===== config.mk =====
export PLATFORM = sky130hd
export DESIGN_NAME = ff_primitive_bank
export DESIGN_NICKNAME = d
export VERILOG_FILES = /design/src/rtl/ff_primitive_bank.sv
export SDC_FILE = /design/constraint.sdc
export NUM_CORES = 1
export LEC_CHECK = 0
export BUFFER_PORTS_ARGS = -buffer_cell sky130_fd_sc_hd__buf_2
export CAP_MARGIN = 30
export CORE_ASPECT_RATIO = 1.25
export CORE_MARGIN = 5
export CORE_UTILIZATION = 30
export CTS_BUF_LIST = sky130_fd_sc_hd__clkbuf_4 sky130_fd_sc_hd__clkbuf_8
export DETAILED_ROUTE_END_ITERATION = 6
export REMOVE_ABC_BUFFERS = 1
export SLEW_MARGIN = 20
export SYNTH_ARGS = -nofsm -noshare
export SYNTH_HDL_FRONTEND = slang
export SYNTH_SLANG_ARGS = --single-unit

===== constraint.sdc =====
create_clock -name clk -period 1.7 [get_ports clk]
set_clock_uncertainty 0.15 [all_clocks]
set_input_delay 0.085 -clock clk [delete_from_list [all_inputs] [get_ports clk]]
set_output_delay 0.085 -clock clk [all_outputs]
set_load 0.05 [all_outputs]

===== src/rtl/ff_primitive_bank.sv =====
// rtl/ff_primitive_bank.sv - bank of DFF, enabled DFF and enabled set/reset flops
// All outputs are driven straight from flops; clrn clears every section asynchronously.
module ff_primitive_bank #(
    parameter int WIDTH = 8
) (
    input  logic             clk,
    input  logic             clrn,
    input  logic             ena,
    input  logic [WIDTH-1:0] d,
    input  logic [WIDTH-1:0] s,
    input  logic [WIDTH-1:0] r,
    output logic [WIDTH-1:0] dff_q,
    output logic [WIDTH-1:0] dffe_q,
    output logic [WIDTH-1:0] srffe_q
);

    logic [WIDTH-1:0] dff_state_q,   dff_state_d;
    logic [WIDTH-1:0] dffe_state_q,  dffe_state_d;
    logic [WIDTH-1:0] srffe_state_q, srffe_state_d;

    always_comb begin
        dff_state_d   = d;
        dffe_state_d  = dffe_state_q;
        srffe_state_d = srffe_state_q;
        if (ena) begin
            dffe_state_d  = d;
            // Per-bit set, then reset overrides so s=r=1 resolves to 0.
            srffe_state_d = (srffe_state_q | s) & ~r;
        end
    end

    always_ff @(posedge clk or negedge clrn) begin
        if (!clrn) begin
            dff_state_q   <= '0;
            dffe_state_q  <= '0;
            srffe_state_q <= '0;
        end else begin
            dff_state_q   <= dff_state_d;
            dffe_state_q  <= dffe_state_d;
            srffe_state_q <= srffe_state_d;
        end
    end

    assign dff_q   = dff_state_q;
    assign dffe_q  = dffe_state_q;
    assign srffe_q = srffe_state_q;

endmodule


==> run_results.csv, run 1 <==
group,metric,value,unit
grt,track_usage,11.43,%
power,power.density,978.1,nW/um^2
logic_synthesis,synth_edf_count,0,
die,row_count,21,
worst_setup_path,crit_type,"reg2reg",
placement,portBuffers,50,
power,seqPwrFrac,48.2,%
logic_synthesis,synthCells,51,
logic_synthesis,ys.flop_type,"dfrtp_1",
power,switching_power,0.0004429,W
logic_synthesis,synth.distinct_cells,7,
sta,finalCritPeriodShare,83.75,%
sta,fin_ws,276.2,ps
die,io_pins,51,
logic_synthesis,synth_commonest_cells,"dfrtp_1, a21oi_1, mux2_2, mux2_4",
clock_tree,clk_pin_slew,120,ps
detailed_routing,drcViolationCount,0,
clock_tree,cts_sinks,24,
logic_synthesis,yosysSeqAreaShare,73.28,%
hold_path,hold_class,"in2async",
cells_and_area,diodes,0,
run,cap_violations,0,
grt,grt_overflow,0,
clock_tree,cts_buffers,3,
worst_setup_path,cp-end-kind,"flop",
power,ir_worst_vdd,570.6,uV
grt,grt_pass1_wl,3401,um
power,p_int,0.0008922,W
worst_setup_path,worstPathRequired,1750,ps
cells_and_area,drive_gt1_share,48.82,%
logic_synthesis,synth.avg_cell_area,16.07,sq um
power,comb_power_share,30.2,%
worst_setup_path,arrival,1470,ps
detailed_routing,first_pass_iters,2,
die,die_width,56.75,um
grt,grt_pass1_vias,723,
cells_and_area,synthToLayoutAreaGrowth,66.56,%
sta,maxSlewViolCount,0,
die,die_height,68.44,um
logic_synthesis,synth_top_area_share,73.28,%
die,die_area,3884,sq um
die,start_util,30.88,%
detailed_routing,drt_iter0_drc,15,
sta,finalSetupViolCount,0,
logic_synthesis,async_flop_share,100.0,%
placement,place.detailed.hpwl,1455,um
clock_tree,cts_buffer_depth,2,
sta,hold_ws,136.2,ps
power,p_leak,0.6849,nW
cells_and_area,fin_nets,155,
power,clkPwrFrac,21.6,%
sta,relSlewSlack,65.60,%
logic_synthesis,yosys-top-cells-area,"dfrtp_1, a21oi_1, mux2_4, mux2_2, buf_8",
clock_tree,cts-root-buf,"clkbuf_4",
logic_synthesis,yosysWarnings,0,
sta,rsz0062_at_grt,"no",
clock_tree,htree_levels,1,
detailed_routing,wire_per_inst,13.61,um
worst_setup_path,worstPathMaxFanout,2,
detailed_routing,ant_nets,0,
logic_synthesis,yosysTopAreaCell,"dfrtp_1",
placement,gp_congestion,0.7404,
grt,grt_max_degree,25,
die,core,2654,sq um
sta,worst_pin_slew,516.1,ps
run_status,status,"finished clean",
clock_tree,insertion_delay,300,ps
worst_setup_path,critPathLaunchType,"flop",
sta,post-route-min-period,1424,ps
sta,fin_setup_tns,0,ps
grt,antenna_found_initial,0,
placement,dpl_worst_slack,537.7,ps
sta,final_hold_viol_count,0,
sta,fmax,0.7023,GHz
placement,dp.cells,132,
power,swShare,33.17,%
detailed_routing,vias,705,
clock_tree,post_cts_resized,0,
clock_tree,post_cts.repair.setup_buffers,0,
detailed_routing,drt_wl_total,2192,um
logic_synthesis,synth-seq-cells,24,
cells_and_area,fillCellCount,241,
cells_and_area,layout.cells.non_filler,161,
clock_tree,cts_tree,"done",
logic_synthesis,yosysMostFrequentCell,"dfrtp_1",
logic_synthesis,synth_area,819.5,sq um
detailed_routing,via_per_inst,4.379,
## layout by cell type (no fill, tap or decap)
master	Yosys	routed
clkbuf_8	0	1
buf_2	0	50
mux2_4	4	4
mux2_2	4	4
a21oi_1	16	16
dlygate4sd3_1	0	25
clkbuf_4	0	3
dfrtp_1	24	24
## worst max-delay path, cell delays in order, from the launching register on
cell and delay (ps):
dfrtp_1 400, a21oi_1 140, a21oi_1 50, dlygate4sd3_1 580
## state kept, by name, summed over array words and instances, names as in the netlist
signal   cells
dffe_q       8
srffe_q      8
dff_q        8
## power by group through the flow
stage,Clock [W],Sequential [W],Combinational [W]
2_1_floorplan,0,0.000837,0.0000450
3_3_place_gp,0,0.000653,0.000339
3_5_place_dp,0,0.000654,0.000344
4_1_cts,0.000310,0.000643,0.000406
5_1_grt,0.000318,0.000650,0.000428
6_report,0.000288,0.000643,0.000404
## path summary, 6_finish.rpt
check / start / end / slack [ps] / depth (start not counted)
worst max-delay path: srffe_q[1]$_DFFE_PN0P_ / srffe_q[1]$_DFFE_PN0P_ / 280 / 3
worst min-delay path: clrn / dff_q[0]$_DFF_PN0_ / 140 / 2
worst max register to register: srffe_q[1]$_DFFE_PN0P_ / srffe_q[1]$_DFFE_PN0P_ / 280 / 3
worst min register to register: dffe_q[4]$_DFFE_PN0P_ / dffe_q[4]$_DFFE_PN0P_ / 370 / 1
max in group asynchronous: clrn / srffe_q[0]$_DFFE_PN0P_ / 920 / 2
min in group clk: ena / dffe_q[3]$_DFFE_PN0P_ / 160 / 2
## repair_timing
item | CTS | global route
endpoints found under the hold margin | 48 | 0
hold buffers | 25 | 0
setup endpoints to repair | 0 | 0
## layer usage
metal  wire length [um]  track usage (%)
met5                  0                0
met2               1170            20.81
met3                146            2.075
met1                809            12.50
met4                 66            6.667
## layout make-up
| class | count | area, sq um | share of cell area, % |
|---|---|---|---|
| Tap cell | 34 | 42.54 | 3.116 |
| Clock buffer | 4 | 36.28 | 2.658 |
| Sequential cell | 24 | 600.6 | 44.00 |
| Multi-Input combinational cell | 24 | 185.2 | 13.57 |
| Timing Repair Buffer | 75 | 500.5 | 36.66 |
## kinds of logic (layout without fill, tap and decap cells)
kind of cell    Yosys count  count (layout)  share of synthesized area [%]
buf+inv                   3              79                          4.122
flops                    24              24                          73.28
mux                       8               8                          12.82
compound gates           16              16                          9.771
## metrics by stage
step,power [W],area (sq um),util (%)
after floorplan,0.0008817,785.8,-
after global placement,0.0009918,1079,40.64
after detailed placement,0.0009985,1079,40.64
after CTS,0.001359,1365,51.44
after global routing,0.001396,1365,51.44
final,0.001335,1365,51.44
Note: power is estimated with default switching activity, not from simulation.
==> inputs of run 2 (changes only) <==
==> constraint.sdc (replaced) <==
create_clock -name clk -period 1.3 [get_ports clk]
set_clock_uncertainty 0.15 [all_clocks]
set_input_delay 0.065 -clock clk [delete_from_list [all_inputs] [get_ports clk]]
set_output_delay 0.065 -clock clk [all_outputs]
set_load 0.05 [all_outputs]
==> run 2 against run 1 <==
Global-route usage down 0.35 points. Largest cell class unchanged. Routed wire length increased by 1.7%. Power is 24% higher. Worst setup slack worse by 150 ps.
==> run_results.csv, run 2 (synthesized netlist as in run 1, its figures left out) <==
group,metric,value,unit
die,core,2654,sq um
sta,rsz0062_at_grt,"no",
detailed_routing,wire_per_inst,13.93,um
power,power.density,1225,nW/um^2
detailed_routing,first_pass_iters,4,
run,cap_violations,0,
cells_and_area,fillCellCount,242,
grt,antenna_found_initial,0,
sta,finalSetupViolCount,0,
sta,post-route-min-period,1173,ps
detailed_routing,via_per_inst,4.319,
placement,dpl_worst_slack,170.3,ps
cells_and_area,synthToLayoutAreaGrowth,64.89,%
power,p_leak,0.6742,nW
worst_setup_path,r2r-end,"dffe_q[0]$_DFFE_PN0P_",
clock_tree,insertion_delay,300,ps
clock_tree,cts_sinks,24,
clock_tree,cts_buffer_depth,2,
worst_setup_path,reg2reg_slack,380,ps
worst_setup_path,worstPathMaxFanout,2,
clock_tree,post_cts.repair.setup_buffers,0,
die,die_area,3884,sq um
clock_tree,cts_tree,"done",
die,start_util,30.88,%
worst_setup_path,ff2ff_path_depth,1,
clock_tree,htree_levels,1,
worst_setup_path,critPathLaunchType,"flop",
die,io_pins,51,
sta,maxSlewViolCount,0,
worst_setup_path,worst-path-stages,1,
detailed_routing,drt_iter0_drc,28,
clock_tree,clk_pin_slew,120,ps
cells_and_area,fin_util,50.92,%
sta,finalCritPeriodShare,90.23,%
die,die_height,68.44,um
worst_setup_path,path_cells,"buf_2",
sta,fin_ws,127.0,ps
worst_setup_path,r2r_start,"dffe_q[0]$_DFFE_PN0P_",
clock_tree,cts_buffers,3,
run_status,status,"finished clean",
placement,place.detailed.hpwl,1453,um
grt,grt_overflow,0,
worst_setup_path,cp_slowest_cell,"dfrtp_1",
worst_setup_path,crit_family,"flip-flops",
cells_and_area,final_common_cell,"buf_2",
worst_setup_path,crit_type,"reg2out",
worst_setup_path,cp-end-kind,"output port",
detailed_routing,vias,691,
power,ir_worst_vdd,564.8,uV
die,row_count,21,
worst_setup_path,arrival,960,ps
sta,worst_pin_slew,518.2,ps
cells_and_area,fin_nets,155,
sta,final_hold_viol_count,0,
cells_and_area,final_cell_mix,"buf_2, dlygate4sd3_1, dfrtp_1",
worst_setup_path,cpPeakStageDelay,390,ps
cells_and_area,diodes,0,
cells_and_area,drive_gt1_share,48.41,%
detailed_routing,ant_nets,0,
detailed_routing,drt_wl_total,2229,um
placement,portBuffers,50,
worst_setup_path,path_buf_inv,1,
detailed_routing,drcViolationCount,0,
grt,grt_pass1_vias,720,
sta,relSlewSlack,65.45,%
sta,fin_setup_tns,0,ps
sta,fmax,0.8525,GHz
hold_path,hold_class,"in2async",
grt,track_usage,11.08,%
grt,grt_max_degree,25,
worst_setup_path,worstPathRequired,1090,ps
die,die_width,56.75,um
placement,gp_congestion,0.7506,
clock_tree,cts-root-buf,"clkbuf_4",
grt,grt_pass1_wl,3325,um
[run 2: what timing repair did]
item / CTS / global route
hold endpoints to repair: 48 / 0
resized for setup: 0 / 0
hold buffers: 25 / 0
[run 2: how the worst max path moves through the flow]
stage	from	to	slack (ps)
6_report	dffe_q[0]$_DFFE_PN0P_	dffe_q[0]	130
3_5_place_dp	ena	dffe_q[1]$_DFFE_PN0P_	170
5_1_grt	srffe_q[5]$_DFFE_PN0P_	srffe_q[5]	90
2_1_floorplan	dffe_q[3]$_DFFE_PN0P_	dffe_q[3]$_DFFE_PN0P_	160
3_3_place_gp	ena	dffe_q[2]$_DFFE_PN0P_	200
4_1_cts	srffe_q[5]$_DFFE_PN0P_	srffe_q[5]	130
[run 2: metal layers]
layer  track usage, %  part of all wire (%)  routed length, um  vias to the layer above
met5                0                     0                  0                        -
met4            6.087                   3.3                 74                        0
met3            2.075                   7.7                171                        6
met2            20.52                    53               1181                       32
met1            11.95                    36                801                      326
li1                 -                     -                  -                      327
[run 2: final cells by class]
| cell class | count | area [sq um] | area share [%] |
|---|---|---|---|
| Timing Repair Buffer | 75 | 500.5 | 37.04 |
| Tap cell | 34 | 42.54 | 3.148 |
| Clock buffer | 3 | 22.52 | 1.667 |
| Multi-Input combinational cell | 24 | 185.2 | 13.70 |
| Sequential cell | 24 | 600.6 | 44.44 |
[run 2: report_power, final]
part | switching, W | internal, W | leakage (nW)
clock | 0.000199 | 0.000108 | 0.0138
sequential | 0.0000313 | 0.000812 | 0.283
combinational | 0.000340 | 0.000165 | 0.377
total | 0.000570 | 0.00108 | 0.674
[run 2: per-stage QoR]
| step | area (sq um) | std cells | total power [W] | hold WS [ps] |
|---|---|---|---|---|
| 2_1_floorplan | 785.8 | 48 | 0.001153 | -380.6 |
| 3_3_place_gp | 1079 | 132 | 0.001297 | -88.38 |
| 3_5_place_dp | 1079 | 132 | 0.001307 | -76.87 |
| 4_1_cts | 1351 | 160 | 0.001674 | 91.48 |
| 5_1_grt | 1351 | 160 | 0.001723 | 129.1 |
| 6_report | 1351 | 160 | 0.001655 | 108.2 |
==> inputs of run 3 (changes only) <==
--- a/config.mk
+++ b/config.mk
@@ -12,6 +12,7 @@
 export CORE_UTILIZATION = 30
 export CTS_BUF_LIST = sky130_fd_sc_hd__clkbuf_4 sky130_fd_sc_hd__clkbuf_8
 export DETAILED_ROUTE_END_ITERATION = 6
+export RECOVER_POWER = 50
 export REMOVE_ABC_BUFFERS = 1
 export SLEW_MARGIN = 20
 export SYNTH_ARGS = -nofsm -noshare
==> run 3 against run 2 <==
Final cell count did not move. Sequential cell count did not move. Largest power group unchanged. Critical path type unchanged. Cell area fell by 0.56%. Worst hold slack barely moved. Worst setup slack barely moved.
==> run_results.csv, run 3 (synthesized netlist as in run 1, its figures left out) <==
group,metric,value,unit
placement,place.detailed.hpwl,1453,um
sta,final_hold_viol_count,0,
placement,portBuffers,50,
detailed_routing,drt_iter0_drc,27,
die,core,2654,sq um
worst_setup_path,crit_family,"flip-flops",
clock_tree,htree_levels,1,
worst_setup_path,cp-end-kind,"output port",
hold_path,hold_start,"ena",
cells_and_area,final_common_cell,"buf_2",
detailed_routing,drt_wl_total,2225,um
die,io_pins,51,
detailed_routing,first_pass_iters,3,
sta,rsz0062_at_grt,"no",
worst_setup_path,worstPathRequired,1090,ps
hold_path,hold_depth,2,
detailed_routing,vias,690,
grt,antenna_found_initial,0,
grt,grt_pass1_wl,3325,um
worst_setup_path,arrival,960,ps
sta,relSlewSlack,61.56,%
die,die_area,3884,sq um
sta,fmax,0.8526,GHz
detailed_routing,drcViolationCount,0,
clock_tree,insertion_delay,300,ps
sta,maxSlewViolCount,0,
grt,grt_pass1_vias,720,
sta,finalSetupViolCount,0,
cells_and_area,fin_util,50.64,%
grt,track_usage,11.08,%
die,row_count,21,
worst_setup_path,crit_type,"reg2out",
die,start_util,30.88,%
clock_tree,cts_buffer_depth,2,
placement,place_area,1079,sq um
hold_path,hold_class,"in2reg",
clock_tree,cts_tree,"done",
worst_setup_path,cpPeakStageDelay,390,ps
placement,gp_congestion,0.7506,
cells_and_area,drive_gt1_share,43.65,%
worst_setup_path,critPathLaunchType,"flop",
run_status,status,"finished clean",
worst_setup_path,path_buf_inv,1,
detailed_routing,wire_per_inst,13.91,um
cells_and_area,final_cell_area,1344,sq um
sta,worst_pin_slew,576.6,ps
sta,fin_setup_tns,0,ps
sta,post-route-min-period,1173,ps
clock_tree,cts_sinks,24,
worst_setup_path,path_cells,"buf_2",
clock_tree,post_cts_resized,0,
worst_setup_path,r2r-end,"dffe_q[6]$_DFFE_PN0P_",
detailed_routing,via_per_inst,4.313,
run,cap_violations,0,
sta,finalCritPeriodShare,90.23,%
power,p_leak,0.6579,nW
die,die_height,68.44,um
clock_tree,clk_pin_slew,120,ps
grt,grt_overflow,0,
power,ir_worst_vdd,564.3,uV
detailed_routing,ant_nets,0,
clock_tree,cts_buffers,3,
worst_setup_path,worstPathMaxFanout,2,
cells_and_area,final_cell_mix,"buf_2, dlygate4sd3_1, dfrtp_1",
hold_path,hold_path_end,"srffe_q[6]$_DFFE_PN0P_",
clock_tree,cts-root-buf,"clkbuf_4",
cells_and_area,diodes,0,
power,power.density,1230,nW/um^2
worst_setup_path,cp_slowest_cell,"dfrtp_1",
power,totalPowerFinal,0.001653,W
cells_and_area,fin_nets,155,
worst_setup_path,reg2reg_slack,370,ps
grt,grt_max_degree,25,
worst_setup_path,ff2ff_path_depth,1,
die,die_width,56.75,um
cells_and_area,synthToLayoutAreaGrowth,63.97,%
worst_setup_path,r2r_start,"dffe_q[6]$_DFFE_PN0P_",
run 3: cell count changes in the layout (fill, tap and decap cells not counted), sizes merged:
cell	previous run	this run
clkbuf	3	10
buf	50	43
run 3: power breakdown:
| group | internal [W] | switching, W |
|---|---|---|
| logic | 0.000163 | 0.000340 |
| registers | 0.000812 | 0.0000312 |
| clock network | 0.000108 | 0.000199 |
| total | 0.00108 | 0.000571 |
run 3: layer usage:
layer | GRT usage, % | vias up | routed length, um
met5 | 0 | - | 0
li1 | - | 326 | -
met1 | 11.95 | 326 | 798
met2 | 20.52 | 32 | 1181
met3 | 2.075 | 6 | 171
met4 | 6.087 | 0 | 74
run 3: through the flow:
step           instances  hold WS (ps)  setup slack (ps)
2_1_floorplan         48        -380.6             155.7
3_3_place_gp         132        -88.38             203.0
3_5_place_dp         132        -76.87             170.3
4_1_cts              160         91.48             127.4
5_1_grt              160         129.1             93.92
6_report             160         108.0             127.1
run 3: what timing repair did:
action	in CTS	in global routing
hold endpoints to repair	48	0
setup buffers	0	0
hold buffers	25	0
setup endpoints to repair	0	0
run 3: cell type report:
type / instances / area, sq um
Fill cell: 243 / 1310
Tap cell: 34 / 42.54
Sequential cell: 24 / 600.6
Timing Repair Buffer: 75 / 493.0
Multi-Input combinational cell: 24 / 185.2
Clock buffer: 3 / 22.52
run 3: worst max-delay path by stage:
| stage | from | endpoint | slack [ps] | cells past startpoint |
|---|---|---|---|---|
| 2_1_floorplan | dffe_q[3]$_DFFE_PN0P_ | dffe_q[3]$_DFFE_PN0P_ | 160 | 1 |
| 3_3_place_gp | ena | dffe_q[2]$_DFFE_PN0P_ | 200 | 2 |
| 3_5_place_dp | ena | dffe_q[1]$_DFFE_PN0P_ | 170 | 2 |
| 4_1_cts | srffe_q[5]$_DFFE_PN0P_ | srffe_q[5] | 130 | 1 |
| 5_1_grt | srffe_q[5]$_DFFE_PN0P_ | srffe_q[5] | 90 | 1 |
| 6_report | dffe_q[0]$_DFFE_PN0P_ | dffe_q[0] | 130 | 1 |
